===== src/rtl/uart_pkg.sv =====
// +----------------------------------------------------------------------+
// | uart_pkg: shared state encoding and frame constants for uart_receiver |
// | Rev 1.0                                                              |
// +----------------------------------------------------------------------+
`default_nettype none

package uart_pkg;

   localparam int   UART_DATA_BITS  = 8;
   localparam logic UART_IDLE_LEVEL = 1'b1;

   typedef enum logic [2:0] {
      ST_IDLE   = 3'd0,
      ST_START  = 3'd1,
      ST_DATA   = 3'd2,
      ST_PARITY = 3'd3,
      ST_STOP   = 3'd4
   } uart_state_e;

endpackage

`default_nettype wire


===== src/rtl/uart_receiver_if.sv =====
// +----------------------------------------------------------------------+
// | uart_receiver_if: received-byte strobes and status from uart_receiver |
// | Rev 1.0                                                              |
// +----------------------------------------------------------------------+
`default_nettype none

interface uart_receiver_if;
   import uart_pkg::*;

   logic                      o_Rx_DV;
   logic [UART_DATA_BITS-1:0] o_Rx_Byte;
   logic                      o_Frame_Err;
   logic                      o_Parity_Err;
   logic                      o_Busy;

   modport master (
      output o_Rx_DV,
      output o_Rx_Byte,
      output o_Frame_Err,
      output o_Parity_Err,
      output o_Busy
   );

   modport slave (
      input  o_Rx_DV,
      input  o_Rx_Byte,
      input  o_Frame_Err,
      input  o_Parity_Err,
      input  o_Busy
   );
endinterface

`default_nettype wire


===== src/rtl/bit_synchronizer.sv =====
// +----------------------------------------------------------------------+
// | bit_synchronizer: two-flop synchronizer with configurable reset value |
// | Rev 1.0                                                              |
// +----------------------------------------------------------------------+
`default_nettype none

module bit_synchronizer #(
   parameter logic RESET_VAL = 1'b1
) (
   input  logic clk_i,
   input  logic rst_ni,
   input  logic d_i,
   output logic q_o
);

   logic meta_q;
   logic sync_q;

   always_ff @(posedge clk_i or negedge rst_ni) begin
      if (!rst_ni) begin
         meta_q <= RESET_VAL;
         sync_q <= RESET_VAL;
      end else begin
         meta_q <= d_i;
         sync_q <= meta_q;
      end
   end

   assign q_o = sync_q;

endmodule

`default_nettype wire


===== src/rtl/uart_receiver.sv =====
// +----------------------------------------------------------------------+
// | uart_receiver: 8N1 UART byte receiver; 8E1 when UART_RX_PARITY_EN is  |
// | defined. Rev 1.0                                                     |
// +----------------------------------------------------------------------+
`default_nettype none

module uart_receiver
   import uart_pkg::*;
#(
   parameter int CLKS_PER_BIT = 868
) (
   input  logic            i_Clock,
   input  logic            i_Reset_n,
   input  logic            i_Rx_Serial,
   uart_receiver_if.master rx_if
);

   localparam int                CNT_W       = $clog2(CLKS_PER_BIT);
   localparam logic [CNT_W-1:0]  C_HALF_LAST = CNT_W'(CLKS_PER_BIT / 2 - 1);
   localparam logic [CNT_W-1:0]  C_BIT_LAST  = CNT_W'(CLKS_PER_BIT - 1);
   localparam logic [CNT_W-1:0]  C_CNT_ONE   = CNT_W'(1);
   localparam logic [2:0]        C_LAST_IDX  = 3'(UART_DATA_BITS - 1);

   logic                      s_rx;
   uart_state_e               state_q;
   logic [CNT_W-1:0]          cnt_q;
   logic [2:0]                idx_q;
   logic [UART_DATA_BITS-1:0] shift_q;
   logic [UART_DATA_BITS-1:0] byte_q;
   logic                      dv_q;
   logic                      ferr_q;
   logic                      busy_q;
`ifdef UART_RX_PARITY_EN
   logic                      perr_q;
   logic                      par_ok_q;
`endif

   bit_synchronizer #(
      .RESET_VAL (UART_IDLE_LEVEL)
   ) u_rx_sync (
      .clk_i  (i_Clock),
      .rst_ni (i_Reset_n),
      .d_i    (i_Rx_Serial),
      .q_o    (s_rx)
   );

   always_ff @(posedge i_Clock or negedge i_Reset_n) begin
      if (!i_Reset_n) begin
         state_q  <= ST_IDLE;
         cnt_q    <= '0;
         idx_q    <= '0;
         shift_q  <= '0;
         byte_q   <= '0;
         dv_q     <= 1'b0;
         ferr_q   <= 1'b0;
         busy_q   <= 1'b0;
`ifdef UART_RX_PARITY_EN
         perr_q   <= 1'b0;
         par_ok_q <= 1'b1;
`endif
      end else begin
         dv_q   <= 1'b0;
         ferr_q <= 1'b0;
`ifdef UART_RX_PARITY_EN
         perr_q <= 1'b0;
`endif
         case (state_q)
            ST_IDLE: begin
               if (s_rx != UART_IDLE_LEVEL) begin
                  state_q <= ST_START;
                  cnt_q   <= '0;
                  busy_q  <= 1'b1;
               end
            end

            // Re-check the line mid start bit to reject short glitches.
            ST_START: begin
               if (cnt_q == C_HALF_LAST) begin
                  cnt_q <= '0;
                  if (s_rx == 1'b0) begin
                     state_q <= ST_DATA;
                     idx_q   <= '0;
                  end else begin
                     state_q <= ST_IDLE;
                     busy_q  <= 1'b0;
                  end
               end else begin
                  cnt_q <= cnt_q + C_CNT_ONE;
               end
            end

            ST_DATA: begin
               if (cnt_q == C_BIT_LAST) begin
                  cnt_q   <= '0;
                  shift_q <= {s_rx, shift_q[UART_DATA_BITS-1:1]};
                  if (idx_q == C_LAST_IDX) begin
`ifdef UART_RX_PARITY_EN
                     state_q <= ST_PARITY;
`else
                     state_q <= ST_STOP;
`endif
                  end else begin
                     idx_q <= idx_q + 3'd1;
                  end
               end else begin
                  cnt_q <= cnt_q + C_CNT_ONE;
               end
            end

`ifdef UART_RX_PARITY_EN
            // Even parity: data bits XOR parity bit must be zero.
            ST_PARITY: begin
               if (cnt_q == C_BIT_LAST) begin
                  cnt_q    <= '0;
                  par_ok_q <= ~((^shift_q) ^ s_rx);
                  state_q  <= ST_STOP;
               end else begin
                  cnt_q <= cnt_q + C_CNT_ONE;
               end
            end
`endif

            ST_STOP: begin
               if (cnt_q == C_BIT_LAST) begin
                  cnt_q   <= '0;
                  state_q <= ST_IDLE;
                  busy_q  <= 1'b0;
`ifdef UART_RX_PARITY_EN
                  perr_q  <= ~par_ok_q;
                  if (s_rx && par_ok_q) begin
`else
                  if (s_rx) begin
`endif
                     byte_q <= shift_q;
                     dv_q   <= 1'b1;
                  end
                  if (!s_rx) begin
                     ferr_q <= 1'b1;
                  end
               end else begin
                  cnt_q <= cnt_q + C_CNT_ONE;
               end
            end

            default: begin
               state_q <= ST_IDLE;
               cnt_q   <= '0;
               busy_q  <= 1'b0;
            end
         endcase
      end
   end

   assign rx_if.o_Rx_DV     = dv_q;
   assign rx_if.o_Rx_Byte   = byte_q;
   assign rx_if.o_Frame_Err = ferr_q;
   assign rx_if.o_Busy      = busy_q;
`ifdef UART_RX_PARITY_EN
   assign rx_if.o_Parity_Err = perr_q;
`else
   assign rx_if.o_Parity_Err = 1'b0;
`endif

endmodule

`default_nettype wire


===== src/flat_wrapper.sv =====
// flat-port wrapper written by rule: the top's interface ports become plain ports
module uart_receiver_flat import uart_pkg::*;
#(
   parameter int CLKS_PER_BIT = 868
)
  (i_Clock, i_Reset_n, i_Rx_Serial, rx_if_o_Rx_DV, rx_if_o_Rx_Byte, rx_if_o_Frame_Err, rx_if_o_Parity_Err, rx_if_o_Busy);
  uart_receiver_if rx_if_i ();
  input  logic i_Clock;
  input  logic i_Reset_n;
  input  logic i_Rx_Serial;
  output wire logic [$bits(rx_if_i.o_Rx_DV)-1:0] rx_if_o_Rx_DV;
  output wire logic [$bits(rx_if_i.o_Rx_Byte)-1:0] rx_if_o_Rx_Byte;
  output wire logic [$bits(rx_if_i.o_Frame_Err)-1:0] rx_if_o_Frame_Err;
  output wire logic [$bits(rx_if_i.o_Parity_Err)-1:0] rx_if_o_Parity_Err;
  output wire logic [$bits(rx_if_i.o_Busy)-1:0] rx_if_o_Busy;
  assign rx_if_o_Rx_DV = rx_if_i.o_Rx_DV;
  assign rx_if_o_Rx_Byte = rx_if_i.o_Rx_Byte;
  assign rx_if_o_Frame_Err = rx_if_i.o_Frame_Err;
  assign rx_if_o_Parity_Err = rx_if_i.o_Parity_Err;
  assign rx_if_o_Busy = rx_if_i.o_Busy;
  uart_receiver #(.CLKS_PER_BIT(CLKS_PER_BIT)) u_core (.i_Clock(i_Clock), .i_Reset_n(i_Reset_n), .i_Rx_Serial(i_Rx_Serial), .rx_if(rx_if_i));
endmodule

===== config.mk =====
export PLATFORM = sky130hd
export DESIGN_NAME = uart_receiver_flat
export DESIGN_NICKNAME = d
export VERILOG_FILES = /design/src/rtl/uart_pkg.sv /design/src/rtl/uart_receiver_if.sv /design/src/rtl/bit_synchronizer.sv /design/src/rtl/uart_receiver.sv /design/src/flat_wrapper.sv
export SDC_FILE = /design/constraint.sdc
export NUM_CORES = 1
export LEC_CHECK = 0
export CAP_MARGIN = 20
export CORE_AREA = 2 2 75 77
export DETAILED_ROUTE_END_ITERATION = 6
export DIE_AREA = 0 0 77 79
export GPL_ROUTABILITY_DRIVEN = 0
export PLACE_DENSITY_LB_ADDON = 0.05
export SETUP_SLACK_MARGIN = 0.2
export SLEW_MARGIN = 10
export SYNTH_ARGS = -nofsm -noshare
export SYNTH_HDL_FRONTEND = slang
export SYNTH_SLANG_ARGS = --single-unit

===== constraint.sdc =====
create_clock -name i_Clock -period 2.9 [get_ports i_Clock]
set_input_delay 0.29 -clock i_Clock [delete_from_list [all_inputs] [get_ports i_Clock]]
set_output_delay 0.29 -clock i_Clock [all_outputs]
set_load 0.1 [all_outputs]

Yosys cells after proc, flatten, opt, wreduce, memory -nomap -nowiden
Cells that the tools add are included.
{"block": "totals", "input_bits": 3, "memories": 0, "latchBits": 0, "register_bits": 37, "mem_bits_rw": 0, "output_inout_bits": 12, "mem_bits_ro": 0, "elab_cells": 62}
{"block": "op_classes", "n_eq_ne": 14, "reduce_logical": 8, "n_bitwise": 1, "mux": 27, "multipliers": 0, "n_div": 0, "order_cmp": 0, "n_shift": 0, "n_addsub": 2}
{"cell": "10-bit two-way mux", "count": 3}
{"cell": "10-bit one-hot mux with 3 select lines", "count": 1}
{"cell": "3-bit two-way mux", "count": 9}
{"cell": "5-bit AND reduction", "count": 3}
{"cell": "3-bit one-hot mux with 4 select lines", "count": 1}
{"cell": "10-bit by 1-bit adder with 10-bit output (second input constant)", "count": 1}
{"cell": "10-bit equality test (second input constant)", "count": 1}
{"cell": "10-bit by 9-bit equality test with 1-bit output (second input constant)", "count": 1}
{"cell": "1-bit two-way mux", "count": 10}
{"cell": "2-bit by 1-bit inequality test with 1-bit output (second input constant)", "count": 4}
{"cell": "2-bit inequality test (second input constant)", "count": 4}
{"cell": "3-bit equality test (second input constant)", "count": 2}
{"cell": "3-bit one-hot mux with 2 select lines", "count": 1}
{"cell": "1-bit one-hot mux with 4 select lines", "count": 1}
{"cell": "3-bit by 1-bit adder with 3-bit output (second input constant)", "count": 1}
{"cell": "3-bit by 1-bit equality test with 1-bit output (second input constant)", "count": 1}
{"cell": "3-bit by 2-bit equality test with 1-bit output (second input constant)", "count": 1}
{"cell": "3-bit zero test", "count": 1}
{"cell": "3-bit AND reduction", "count": 1}
{"cell": "2-bit two-way mux", "count": 1}
{"cell": "2-bit AND reduction", "count": 1}
{"cell": "2-bit nonzero test", "count": 1}
{"cell": "2-bit OR reduction", "count": 1}
{"cell": "1-bit inverter", "count": 1}

Longest topological paths before layout
Gate-level depths: netlist of run 1.
{"block": "logic_depth", "ltp_word": 4, "mapped_depth": 8, "depth_no_buf": 7}

Hierarchy
A second synthesis of run 1 with hierarchy kept.
{"block": "hier_totals", "cells_unflattened": 143, "hier_area_um2": 1731.7}
{"mod": "uart_receiver", "cells_per_inst": 141, "n_inst": 1, "area_each_um2": 1679.1, "seq_area_each_um2": 875.8}
{"mod": "bit_synchronizer", "cells_per_inst": 2, "n_inst": 1, "area_each_um2": 52.6, "seq_area_each_um2": 52.6}

Worst setup path after synthesis of run 1
No wires, ideal clock.
{"block": "synth_timing", "path_type": "flip-flop to flip-flop", "startpoint": "register u_core.cnt_q[3]", "endpoint": "register u_core.shift_q[0]", "slack_ns": 0.880, "synth_period_minus_slack_ns": 2.020, "arrival_ns": 1.895, "path_stages_with_launch": 5, "path_cell_list": "dfrtp_1 -> or3b_4 -> or4_4 -> nor2_8 -> mux2_2"}
{"block": "synth_between", "elab_chain_len": 2}
{"element": "start, declared", "line": "uart_receiver.sv:26", "source": "logic [CNT_W-1:0] cnt_q;"}
{"element": "start signal, assigned", "line": "uart_receiver.sv:88", "source": "cnt_q <= cnt_q + C_CNT_ONE;"}
{"element": "start signal, assigned", "line": "uart_receiver.sv:106", "source": "cnt_q <= cnt_q + C_CNT_ONE;"}
{"element": "start signal, assigned", "line": "uart_receiver.sv:141", "source": "cnt_q <= cnt_q + C_CNT_ONE;"}
{"element": "10-bit equality test", "line": "uart_receiver.sv:93", "source": "if (cnt_q == C_BIT_LAST) begin"}
{"element": "2-bit AND reduction (no line)"}
{"element": "end signal, assigned", "line": "uart_receiver.sv:95", "source": "shift_q <= {s_rx, shift_q[UART_DATA_BITS-1:1]};"}
{"element": "end, declared", "line": "uart_receiver.sv:28", "source": "logic [UART_DATA_BITS-1:0] shift_q;"}
No other way between the ends.
A chain may end at the register's enable or synchronous reset.

Worst setup path in the final report of run 1
{"block": "layout_timing", "startpoint": "register u_core.cnt_q[3]", "endpoint": "register u_core.cnt_q[6]"}
{"block": "layout_between", "elab_chain_len": 3, "elab_cells_between_ends": 6}
{"element": "10-bit by 1-bit adder with 10-bit output, or another cell as far along", "line": "uart_receiver.sv:88, uart_receiver.sv:106, uart_receiver.sv:141"}
{"element": "10-bit two-way mux (on tied branches)", "line": "uart_receiver.sv:93, uart_receiver.sv:124, uart_receiver.sv:78"}
{"element": "10-bit one-hot mux with 3 select lines *", "line": "uart_receiver.sv:67", "source": "case (state_q)"}
Mark *: on every way between the ends. The rest lies on a longest branch, timed or not.

==> impl_metrics.py, run 1 <==
metrics = {
    "run_status": {
        "run_status": "complete, no violations",
    },
    "synthesis": {
        "synth.ff_latch_count": 37,
        "synth.top_cells.by_area": "dfrtp_1 49%, mux2_2 10%, nand2_1 3.3%",
        "synth_edf_count": 0,
        "synth.distinct_cells": 46,
        "fraction_of_registers_with_async_set_or_reset_after_synthesis_pct": 100,
        "synth.cell_area_um2": 1790,
        "synth_nets": 166,
        "synth_top_area_cell": "dfrtp_1",
        "synthDominantCellAreaShare_pct": 48.8,
        "ys_dominant_reg_cell": "dfrtp_1",
        "yosysWarnings": 0,
        "per_instance_average_area_after_synthesis_um2": 11.3,
        "ys_seq_area_share_pct": 51.7,
        "postSynthCellCount": 159,
    },
    "timing": {
        "slew_headroom_pct": 45.4,
        "timing.setup.tns_ns": 0,
        "clock_skew_ns": 0.00334,
        "number_of_hold_violations_in_the_final_report": 0,
        "setup_viol_count_final": 0,
        "fmax_mhz": 453,
        "slew_viol_final": 0,
        "setup_repair_after_global_routing_missed_its_margin": "no",
        "tightestPinTransition_ns": 0.818,
        "final_min_period_over_clock_period_pct": 76.1,
        "holdWs_ns": 0.0997,
        "final_period_minus_worst_setup_slack_ns": 2.21,
    },
    "setup_path": {
        "worstSetupEndpointType": "flip-flop",
        "cp_max_fo": 18,
        "path_class": "reg -> reg",
        "number_of_cells_on_the_worst_reg_to_reg_path": 5,
        "cp_data_required_time_ns": 3.07,
        "timing.critical_path.arrival_ns": 2.38,
        "critPathLaunchType": "flip-flop",
    },
    "min_path": {
        "hold_path.class": "in -> async",
    },
    "power_and_ir_drop": {
        "p_leak_nw": 0.989,
        "vdd_drop_max_v": 0.000254,
        "powerDensity_nw_per_um2": 482,
    },
    "finish": {
        "layout.cells.most_common": "dfrtp_1",
        "final_nets": 180,
        "multiInputGateArea_um2": 806,
        "diodes": 0,
        "drive_gt1_share_pct": 28.7,
        "fillers": 546,
        "final-seq-area_um2": 928,
        "layout_common_cells": "35 x dfrtp_1, 16 x mux2_2, 16 x nand2_1",
        "syn2layout_area_growth_pct": 15.3,
    },
    "clock_network": {
        "htree_num_levels": 2,
        "cts_hold_repair.buffers": 0,
        "post_cts_resize_count": 0,
        "cts_setup_buffers": 0,
        "cts_inserted_buffers": 5,
        "clock_path_buffers": 2,
        "clk-insertion-delay-late_ns": 0.28,
        "cts.root.buffer_cell": "clkbuf_8",
        "cts.sinks": 37,
        "clk_pin_slew_ns": 0.07,
        "tritoncts": "built",
    },
    "global_route": {
        "grt_first_pass_wirelength_mm": 5.90,
        "largest_net_degree_at_the_start_of_global_routing": 38,
        "grt_use_total_pct": 12.5,
        "via_count_of_the_first_global_routing_pass": 1207,
        "antenna_found_initial": 0,
        "grt-ovfl-total": 0,
    },
    "route": {
        "routedWlPerCell_um": 13.3,
        "antenna_left": 0,
        "via_total_after_detailed_routing": 1189,
        "via_cell_ratio": 4.83,
        "detail_route.first_pass.iterations": 4,
        "drt_drc_violations_left": 0,
        "drt_iter0_drc": 67,
        "total_routed_wirelength_mm": 3.27,
    },
    "floorplan": {
        "row_count": 27,
        "floorplan.initialDensity_pct": 33.6,
        "die_x_um": 77,
        "io_pins": 15,
        "die_area_um2": 6080,
        "die-height_um": 79,
        "coreArea_um2": 5340,
    },
    "job": {
        "timing.max_cap.violations": 0,
    },
    "placement": {
        "number_of_buffers_inserted_by_port_buffering": 13,
        "hpwl_mm": 2.23,
    },
}
[Yosys cell counts, drive strengths merged, types with 2 or more instances]
library cell	number
nor2b	3
buf	2
inv	6
ha	4
dfrtp	35
o211ai	2
nand2	16
nand3	5
nand4b	2
a21o	2
or3b	2
nor4	3
nor3	5
clkbuf	5
a21oi	2
dfstp	2
nand4	2
or4	2
o21ai	11
mux2	16
a211o	2
a31oi	3
o21bai	2
nor2	12
[stage by stage]
| stage | cells | power [mW] | setup WS [ns] | cell area, µm² | util (%) |
|---|---|---|---|---|---|
| 2_1_floorplan | 159 | 0.537 | 0.880 | 1790 | - |
| 4_1_cts | 246 | 1.02 | 0.690 | 2070 | 38.7 |
| 5_1_grt | 246 | 1.04 | 0.587 | 2070 | 38.7 |
| 3_5_place_dp | 238 | 0.550 | 0.703 | 1950 | 36.6 |
| 3_3_place_gp | 238 | 0.549 | 0.758 | 1950 | 36.6 |
| 6_report | 246 | 0.996 | 0.693 | 2070 | 38.7 |
[power breakdown]
group	total (mW)	internal, mW	switching (mW)
clock network	0.458	0.280	0.178
logic	0.0183	0.00213	0.0162
registers	0.520	0.518	0.00183
total	0.996	0.801	0.196
[layout make-up]
cell class	instances	area share [%]
flip-flops and latches	37	44.9
clock inverters	1	1.45
repair buffers	14	5.08
well taps	72	4.36
clock buffers	7	4.17
inverters	6	1.09
multi-input cells	109	39.0
[path summary, 6_finish.rpt]
check                                             startpoint                               to  slack [ns]
hold reg to reg            u_core.u_rx_sync.meta_q$_DFF_PN1_   u_core.u_rx_sync.q_o$_DFF_PN1_        0.36
setup reg to reg                 u_core.cnt_q[3]$_DFFE_PN0N_      u_core.cnt_q[6]$_DFFE_PN0N_        0.69
min in group i_Clock       u_core.u_rx_sync.meta_q$_DFF_PN1_   u_core.u_rx_sync.q_o$_DFF_PN1_        0.36
hold / removal                                     i_Reset_n  u_core.rx_if.o_Busy$_DFFE_PN0P_         0.1
max in group asynchronous                          i_Reset_n      u_core.cnt_q[4]$_DFFE_PN0N_        2.29
setup / recovery                 u_core.cnt_q[3]$_DFFE_PN0N_      u_core.cnt_q[6]$_DFFE_PN0N_        0.69
[routing by layer]
metal / vias to the layer above / share of wire (%) / track usage [%]
met5: - / 0 / 0
met1: 571 / 50 / 17.0
met2: 17 / 45 / 18.6
li1: 596 / - / -
met4: 0 / 1.6 / 4.82
met3: 5 / 3.3 / 3.86
[logic make-up (layout without fill, tap and decap cells)]
kind of cell	count (synthesis)	count (layout)	share of synthesized area (%)
AO/OA/AOI/OAI	29	29	11.5
adder cells (fa/ha/maj)	4	4	2.79
buffers and inverters	13	28	3.35
flip-flops	37	37	51.7
multiplexers	17	17	10.6
other	1	1	0.209
AND/OR/NAND/NOR	58	58	19.8
[state kept, by name, indices dropped and copies added (netlist names)]
signal / count
u_core.idx_q: 3
u_core.rx_if.o_Busy: 1
u_core.rx_if.o_Rx_DV: 1
u_core.u_rx_sync.meta_q: 1
u_core.shift_q: 8
u_core.rx_if.o_Rx_Byte: 8
u_core.u_rx_sync.q_o: 1
u_core.cnt_q: 10
u_core.state_q: 3
u_core.rx_if.o_Frame_Err: 1
[critical path, stage by stage (launching register included)]
cell     delay [ns]
dfrtp_1        0.43
or3b_4         0.46
o311a_1        0.40
o21ai_4        0.42
nor3_1         0.10
a211o_1        0.28
(Power assumes the default switching activity.)
==> run 2: changes to the inputs <==
==> constraint.sdc (replaced) <==
create_clock -name i_Clock -period 2.2 [get_ports i_Clock]
set_input_delay 0.22 -clock i_Clock [delete_from_list [all_inputs] [get_ports i_Clock]]
set_output_delay 0.22 -clock i_Clock [all_outputs]
set_load 0.1 [all_outputs]
==> run 2 against run 1 <==
Against the previous run:
- routed wire length is 5.4% higher
- sequential share of layout area is 2.2 points lower
- worst hold slack worse by 0.078 ns
- clock power is 29% higher
- combinational power is 32% higher
- non-clock buffer count is 11 higher
- fmax is 8.2% higher
- critical path depth is 1 lower
- core utilization is 2.1 points higher
- worst setup slack worse by 0.53 ns
- clock skew is 0.0058 ns higher
- cell area is 5.4% higher
- critical endpoint is now u_core.shift_q[7]$_DFFE_PN0P_
- largest power group unchanged
==> impl_metrics.py, run 2 (synthesized netlist as in run 1, its figures left out) <==
metrics = {
    "clock_network": {
        "cts.root.buffer_cell": "clkbuf_8",
        "tritoncts": "built",
        "cts_inserted_buffers": 5,
        "clock_path_buffers": 2,
        "cts.sinks": 37,
        "clk-insertion-delay-late_ns": 0.29,
        "htree_num_levels": 2,
        "cts_hold_repair.buffers": 0,
        "clk_pin_slew_ns": 0.08,
    },
    "power_and_ir_drop": {
        "p_leak_nw": 1.04,
        "post-layout-total-power_mw": 1.30,
        "powerDensity_nw_per_um2": 597,
        "vdd_drop_max_v": 0.000364,
    },
    "route": {
        "antenna_left": 0,
        "drt_iter0_drc": 37,
        "via_total_after_detailed_routing": 1262,
        "drt_drc_violations_left": 0,
        "total_routed_wirelength_mm": 3.45,
        "via_cell_ratio": 4.91,
        "routedWlPerCell_um": 13.4,
        "detail_route.first_pass.iterations": 4,
    },
    "timing": {
        "timing.setup.tns_ns": 0,
        "setup_repair_after_global_routing_missed_its_margin": "yes",
        "finalWorstSetupSlack_ns": 0.159,
        "setup_viol_count_final": 0,
        "fmax_mhz": 490,
        "final_min_period_over_clock_period_pct": 92.8,
        "number_of_hold_violations_in_the_final_report": 0,
        "final_period_minus_worst_setup_slack_ns": 2.04,
        "tightestPinTransition_ns": 0.822,
        "clock_skew_ns": 0.00913,
        "slew_headroom_pct": 45.2,
        "slew_viol_final": 0,
    },
    "placement": {
        "number_of_buffers_inserted_by_port_buffering": 13,
        "dpl-instance-area_um2": 2000,
        "placement.setup.worst_slack_ns": 0.117,
        "hpwl_mm": 2.38,
        "post-place-cells": 245,
    },
    "min_path": {
        "hold_path.class": "in -> async",
    },
    "run_status": {
        "run_status": "complete, no violations",
    },
    "setup_path": {
        "cp_max_fo": 8,
        "regToRegEndpoint": "u_core.shift_q[7]$_DFFE_PN0P_",
        "worstSetupEndpointType": "flip-flop",
        "critPathLaunchType": "flip-flop",
        "critical_path.endpoint": "u_core.shift_q[7]$_DFFE_PN0P_",
        "number_of_cells_on_the_worst_reg_to_reg_path": 4,
        "critical_path.startpoint": "u_core.cnt_q[3]$_DFFE_PN0N_",
        "timing.critical_path.arrival_ns": 2.21,
        "ff_to_ff_setup_slack_ns": 0.16,
        "r2r-start": "u_core.cnt_q[3]$_DFFE_PN0N_",
        "path_class": "reg -> reg",
        "cp_data_required_time_ns": 2.37,
    },
    "global_route": {
        "largest_net_degree_at_the_start_of_global_routing": 38,
        "antenna_found_initial": 0,
        "grt-ovfl-total": 0,
        "grt_first_pass_wirelength_mm": 6.07,
        "via_count_of_the_first_global_routing_pass": 1260,
        "grt_use_total_pct": 12.8,
    },
    "job": {
        "timing.max_cap.violations": 0,
    },
    "finish": {
        "largest_register_ff_count": 10,
        "layout.cells.most_common": "dfrtp_1",
        "final_nets": 191,
        "diodes": 0,
        "largest_register": "u_core.cnt_q",
        "layout_common_cells": "33 x dfrtp_1, 21 x buf_4, 16 x mux2_2, 16 x nand2_1, 10 x o21ai_0",
        "syn2layout_area_growth_pct": 21.5,
        "drive_gt1_share_pct": 36.2,
        "final-instance-count-excl-fill": 257,
        "layout.cell_area.non_filler_um2": 2180,
    },
    "floorplan": {
        "coreArea_um2": 5340,
        "row_count": 27,
        "io_pins": 15,
        "floorplan.initialDensity_pct": 33.6,
        "die-height_um": 79,
        "die_x_um": 77,
        "die_area_um2": 6080,
    },
}
[run 2: cell types whose count changed in the layout (fill, tap and decap cells not counted), sizes merged]
cell      delta
clkinvlp     +1
clkinv       +1
buf         +11
clkbuf       -2
[run 2: worst min-delay path by stage]
stage                                           start                                     to  slack [ns]  cells after the start
finish                                      i_Reset_n  u_core.rx_if.o_Rx_Byte[4]$_DFFE_PN0P_        0.02                      1
floorplan                                   i_Reset_n            u_core.cnt_q[0]$_DFFE_PN0N_       -0.08                      0
global route                                i_Reset_n  u_core.rx_if.o_Rx_Byte[4]$_DFFE_PN0P_        0.08                      1
CTS                                         i_Reset_n            u_core.cnt_q[4]$_DFFE_PN0N_        0.04                      1
global placement    u_core.u_rx_sync.meta_q$_DFF_PN1_         u_core.u_rx_sync.q_o$_DFF_PN1_        0.35                      0
detailed placement  u_core.u_rx_sync.meta_q$_DFF_PN1_         u_core.u_rx_sync.q_o$_DFF_PN1_        0.35                      0
[run 2: metrics by stage]
| stage | hold slack, ns | utilization [%] |
|---|---|---|
| finish | 0.0220 | 40.8 |
| global route | 0.0756 | 40.8 |
| CTS | 0.0442 | 40.4 |
| detailed placement | 0.347 | 37.6 |
| global placement | 0.346 | 37.6 |
| floorplan | -0.0756 | - |
[run 2: layout make-up]
| class | instances | area, µm² |
|---|---|---|
| clock buffers | 5 | 68.8 |
| clock inverters | 3 | 46.3 |
| fillers | 530 | 3160 |
| inverters | 6 | 22.5 |
| multi-input cells | 109 | 817 |
| flip-flops and latches | 37 | 931 |
| well taps | 72 | 90.1 |
| repair buffers | 25 | 204 |
[run 2: what timing repair did]
action                                 in CTS  in global routing
resized for setup                           0                  7
setup endpoints to repair                  13                 23
buffers inserted                            3                  1
pin swaps                                   2                  4
endpoints found under the hold margin       0                  0
[run 2: metal layers]
layer | vias to the layer above | wire length (µm) | track usage (%)
met1 | 620 | 1600 | 16.2
met4 | 0 | 66 | 5.36
met3 | 7 | 132 | 3.64
li1 | 618 | - | -
met2 | 17 | 1650 | 20.8
met5 | - | 0 | 0
[run 2: report_power, final]
group | switching [mW] | total (mW) | internal (mW)
registers | 0.00223 | 0.685 | 0.683
logic | 0.0214 | 0.0242 | 0.00283
clock network | 0.252 | 0.591 | 0.339
total | 0.276 | 1.30 | 1.02
[run 2: worst max-delay path, stage by stage (launching register included)]
cell,delay (ns)
dfrtp_1,0.39
or3b_4,0.43
or4_4,0.57
nor2_8,0.19
mux2_2,0.35
==> run 3: changes to the inputs <==
--- a/config.mk
+++ b/config.mk
@@ -10,9 +10,11 @@
 export DETAILED_ROUTE_END_ITERATION = 6
 export DIE_AREA = 0 0 77 79
 export GPL_ROUTABILITY_DRIVEN = 0
+export HOLD_SLACK_MARGIN = 0.06
 export PLACE_DENSITY_LB_ADDON = 0.05
 export SETUP_SLACK_MARGIN = 0.2
 export SLEW_MARGIN = 10
 export SYNTH_ARGS = -nofsm -noshare
 export SYNTH_HDL_FRONTEND = slang
 export SYNTH_SLANG_ARGS = --single-unit
+export TNS_END_PERCENT = 5
==> run 3 against run 2 <==
Against the previous run:
- power up 0.15%
- clock power about the same
- first-iteration DRC count up 8.1%
- fmax is essentially flat
- global-route usage stayed put
- clock-buffer cell count stayed put
- cell area fell by 0.63%
- sequential share of layout area increased by 0.21 points
- non-clock buffer count unchanged
- final cell count did not move
- critical path depth unchanged
- critical path type unchanged
==> impl_metrics.py, run 3 (synthesized netlist as in run 1, its figures left out) <==
metrics = {
    "run_status": {
        "run_status": "complete, no violations",
    },
    "clock_network": {
        "tritoncts": "built",
        "htree_num_levels": 2,
        "clk-insertion-delay-late_ns": 0.29,
        "cts.sinks": 37,
        "cts.root.buffer_cell": "clkbuf_8",
        "clk_pin_slew_ns": 0.08,
        "cts_inserted_buffers": 5,
        "clock_path_buffers": 2,
    },
    "setup_path": {
        "crit_cells": 4,
        "number_of_cells_on_the_worst_reg_to_reg_path": 4,
        "cp_data_required_time_ns": 2.37,
        "worstSetupEndpointType": "flip-flop",
        "cp_max_fo": 8,
        "critical_path_buf_inv_count": 0,
        "path_class": "reg -> reg",
        "worst_path_largest_cell_delay_ns": 0.56,
        "crit_path_cell_trace": "or3b_4 -> or4_4 -> nor2_8 -> mux2_2",
        "critPathLaunchType": "flip-flop",
        "timing.critical_path.arrival_ns": 2.21,
        "cp_slowest_cell": "or4_4",
        "cpLargestDelayFamily": "simple AND/OR/NAND/NOR gates",
    },
    "timing": {
        "number_of_hold_violations_in_the_final_report": 0,
        "holdWs_ns": 0.333,
        "slew_headroom_pct": 45.3,
        "final_min_period_over_clock_period_pct": 92.7,
        "setup_repair_after_global_routing_missed_its_margin": "yes",
        "timing.setup.tns_ns": 0,
        "tightestPinTransition_ns": 0.821,
        "slew_viol_final": 0,
        "clock_skew_ns": 0.00923,
        "setup_viol_count_final": 0,
        "fmax_mhz": 490,
        "final_period_minus_worst_setup_slack_ns": 2.04,
    },
    "power_and_ir_drop": {
        "vdd_drop_max_v": 0.000364,
        "powerDensity_nw_per_um2": 602,
        "post-layout-total-power_mw": 1.30,
        "p_leak_nw": 1.04,
    },
    "global_route": {
        "grt_first_pass_wirelength_mm": 6.07,
        "via_count_of_the_first_global_routing_pass": 1261,
        "largest_net_degree_at_the_start_of_global_routing": 38,
        "antenna_found_initial": 0,
        "grt-ovfl-total": 0,
        "grt_use_total_pct": 12.8,
    },
    "route": {
        "antenna_left": 0,
        "routedWlPerCell_um": 13.3,
        "drt_iter0_drc": 40,
        "drt_drc_violations_left": 0,
        "via_total_after_detailed_routing": 1253,
        "via_cell_ratio": 4.88,
        "detail_route.first_pass.iterations": 6,
        "total_routed_wirelength_mm": 3.42,
    },
    "finish": {
        "layout.cells.most_common": "dfrtp_1",
        "layout_common_cells": "34 x dfrtp_1, 21 x buf_4, 16 x mux2_2, 16 x nand2_1, 10 x o21ai_0",
        "syn2layout_area_growth_pct": 20.7,
        "diodes": 0,
        "drive_gt1_share_pct": 33.5,
        "finalCoreUtilization_pct": 40.6,
        "final_nets": 191,
        "largest_register_ff_count": 10,
        "largest_register": "u_core.cnt_q",
    },
    "floorplan": {
        "coreArea_um2": 5340,
        "row_count": 27,
        "die-height_um": 79,
        "floorplan.initialDensity_pct": 33.6,
        "die_x_um": 77,
        "die_area_um2": 6080,
        "io_pins": 15,
    },
    "job": {
        "timing.max_cap.violations": 0,
    },
    "placement": {
        "number_of_buffers_inserted_by_port_buffering": 13,
        "hpwl_mm": 2.38,
    },
    "min_path": {
        "hold_path.class": "in -> reg",
        "worst_hold_path.num_cells": 1,
    },
}
run 3: area by class of cell:
class / instances / area (µm²)
fillers: 529 / 3170
flip-flops and latches: 37 / 930
multi-input cells: 109 / 806
repair buffers: 25 / 203
well taps: 72 / 90.1
clock buffers: 5 / 68.8
clock inverters: 3 / 46.3
inverters: 6 / 22.5
run 3: power breakdown:
part | switching (mW) | leakage (nW) | internal, mW
clock | 0.253 | 0.0543 | 0.339
combinational | 0.0216 | 0.499 | 0.00394
sequential | 0.00192 | 0.488 | 0.683
total | 0.277 | 1.04 | 1.03
run 3: final timing paths:
check	start	to	slack, ns
worst max-delay path	u_core.cnt_q[3]$_DFFE_PN0N_	u_core.shift_q[7]$_DFFE_PN0P_	0.16
min in group asynchronous	i_Reset_n	u_core.rx_if.o_Rx_Byte[4]$_DFFE_PN0P_	0.56
worst min register to register	u_core.u_rx_sync.meta_q$_DFF_PN1_	u_core.u_rx_sync.q_o$_DFF_PN1_	0.36
max in group asynchronous	i_Reset_n	u_core.cnt_q[1]$_DFFE_PN0N_	1.08
worst min-delay path	i_Rx_Serial	u_core.u_rx_sync.meta_q$_DFF_PN1_	0.33
worst max register to register	u_core.cnt_q[3]$_DFFE_PN0N_	u_core.shift_q[7]$_DFFE_PN0P_	0.16
run 3: worst reg2reg max path, stage by stage (launching register included):
cell     delay, ns
dfrtp_1       0.39
or3b_4        0.43
or4_4         0.56
nor2_8        0.19
mux2_2        0.35
run 3: what timing repair did:
item	4_1_cts	5_1_grt
resized for setup	0	1
gates cloned	0	0
hold buffers	1	0
hold endpoints to repair	35	0
setup endpoints to repair	13	23
buffers inserted	3	0
pin swaps	1	0
run 3: through the flow:
stage	cell area [µm²]	worst slack [ns]	instances
floorplan	1790	0.206	159
global placement	2000	0.172	245
detailed placement	2000	0.117	245
CTS	2160	0.146	257
global route	2170	0.102	257
finish	2170	0.160	257
run 3: layer usage:
metal | up-vias | global-route usage, % | wire [µm]
li1 | 619 | - | -
met1 | 610 | 16.2 | 1620
met2 | 17 | 20.8 | 1610
met3 | 7 | 3.64 | 126
met4 | 0 | 5.36 | 66
met5 | - | 0 | 0
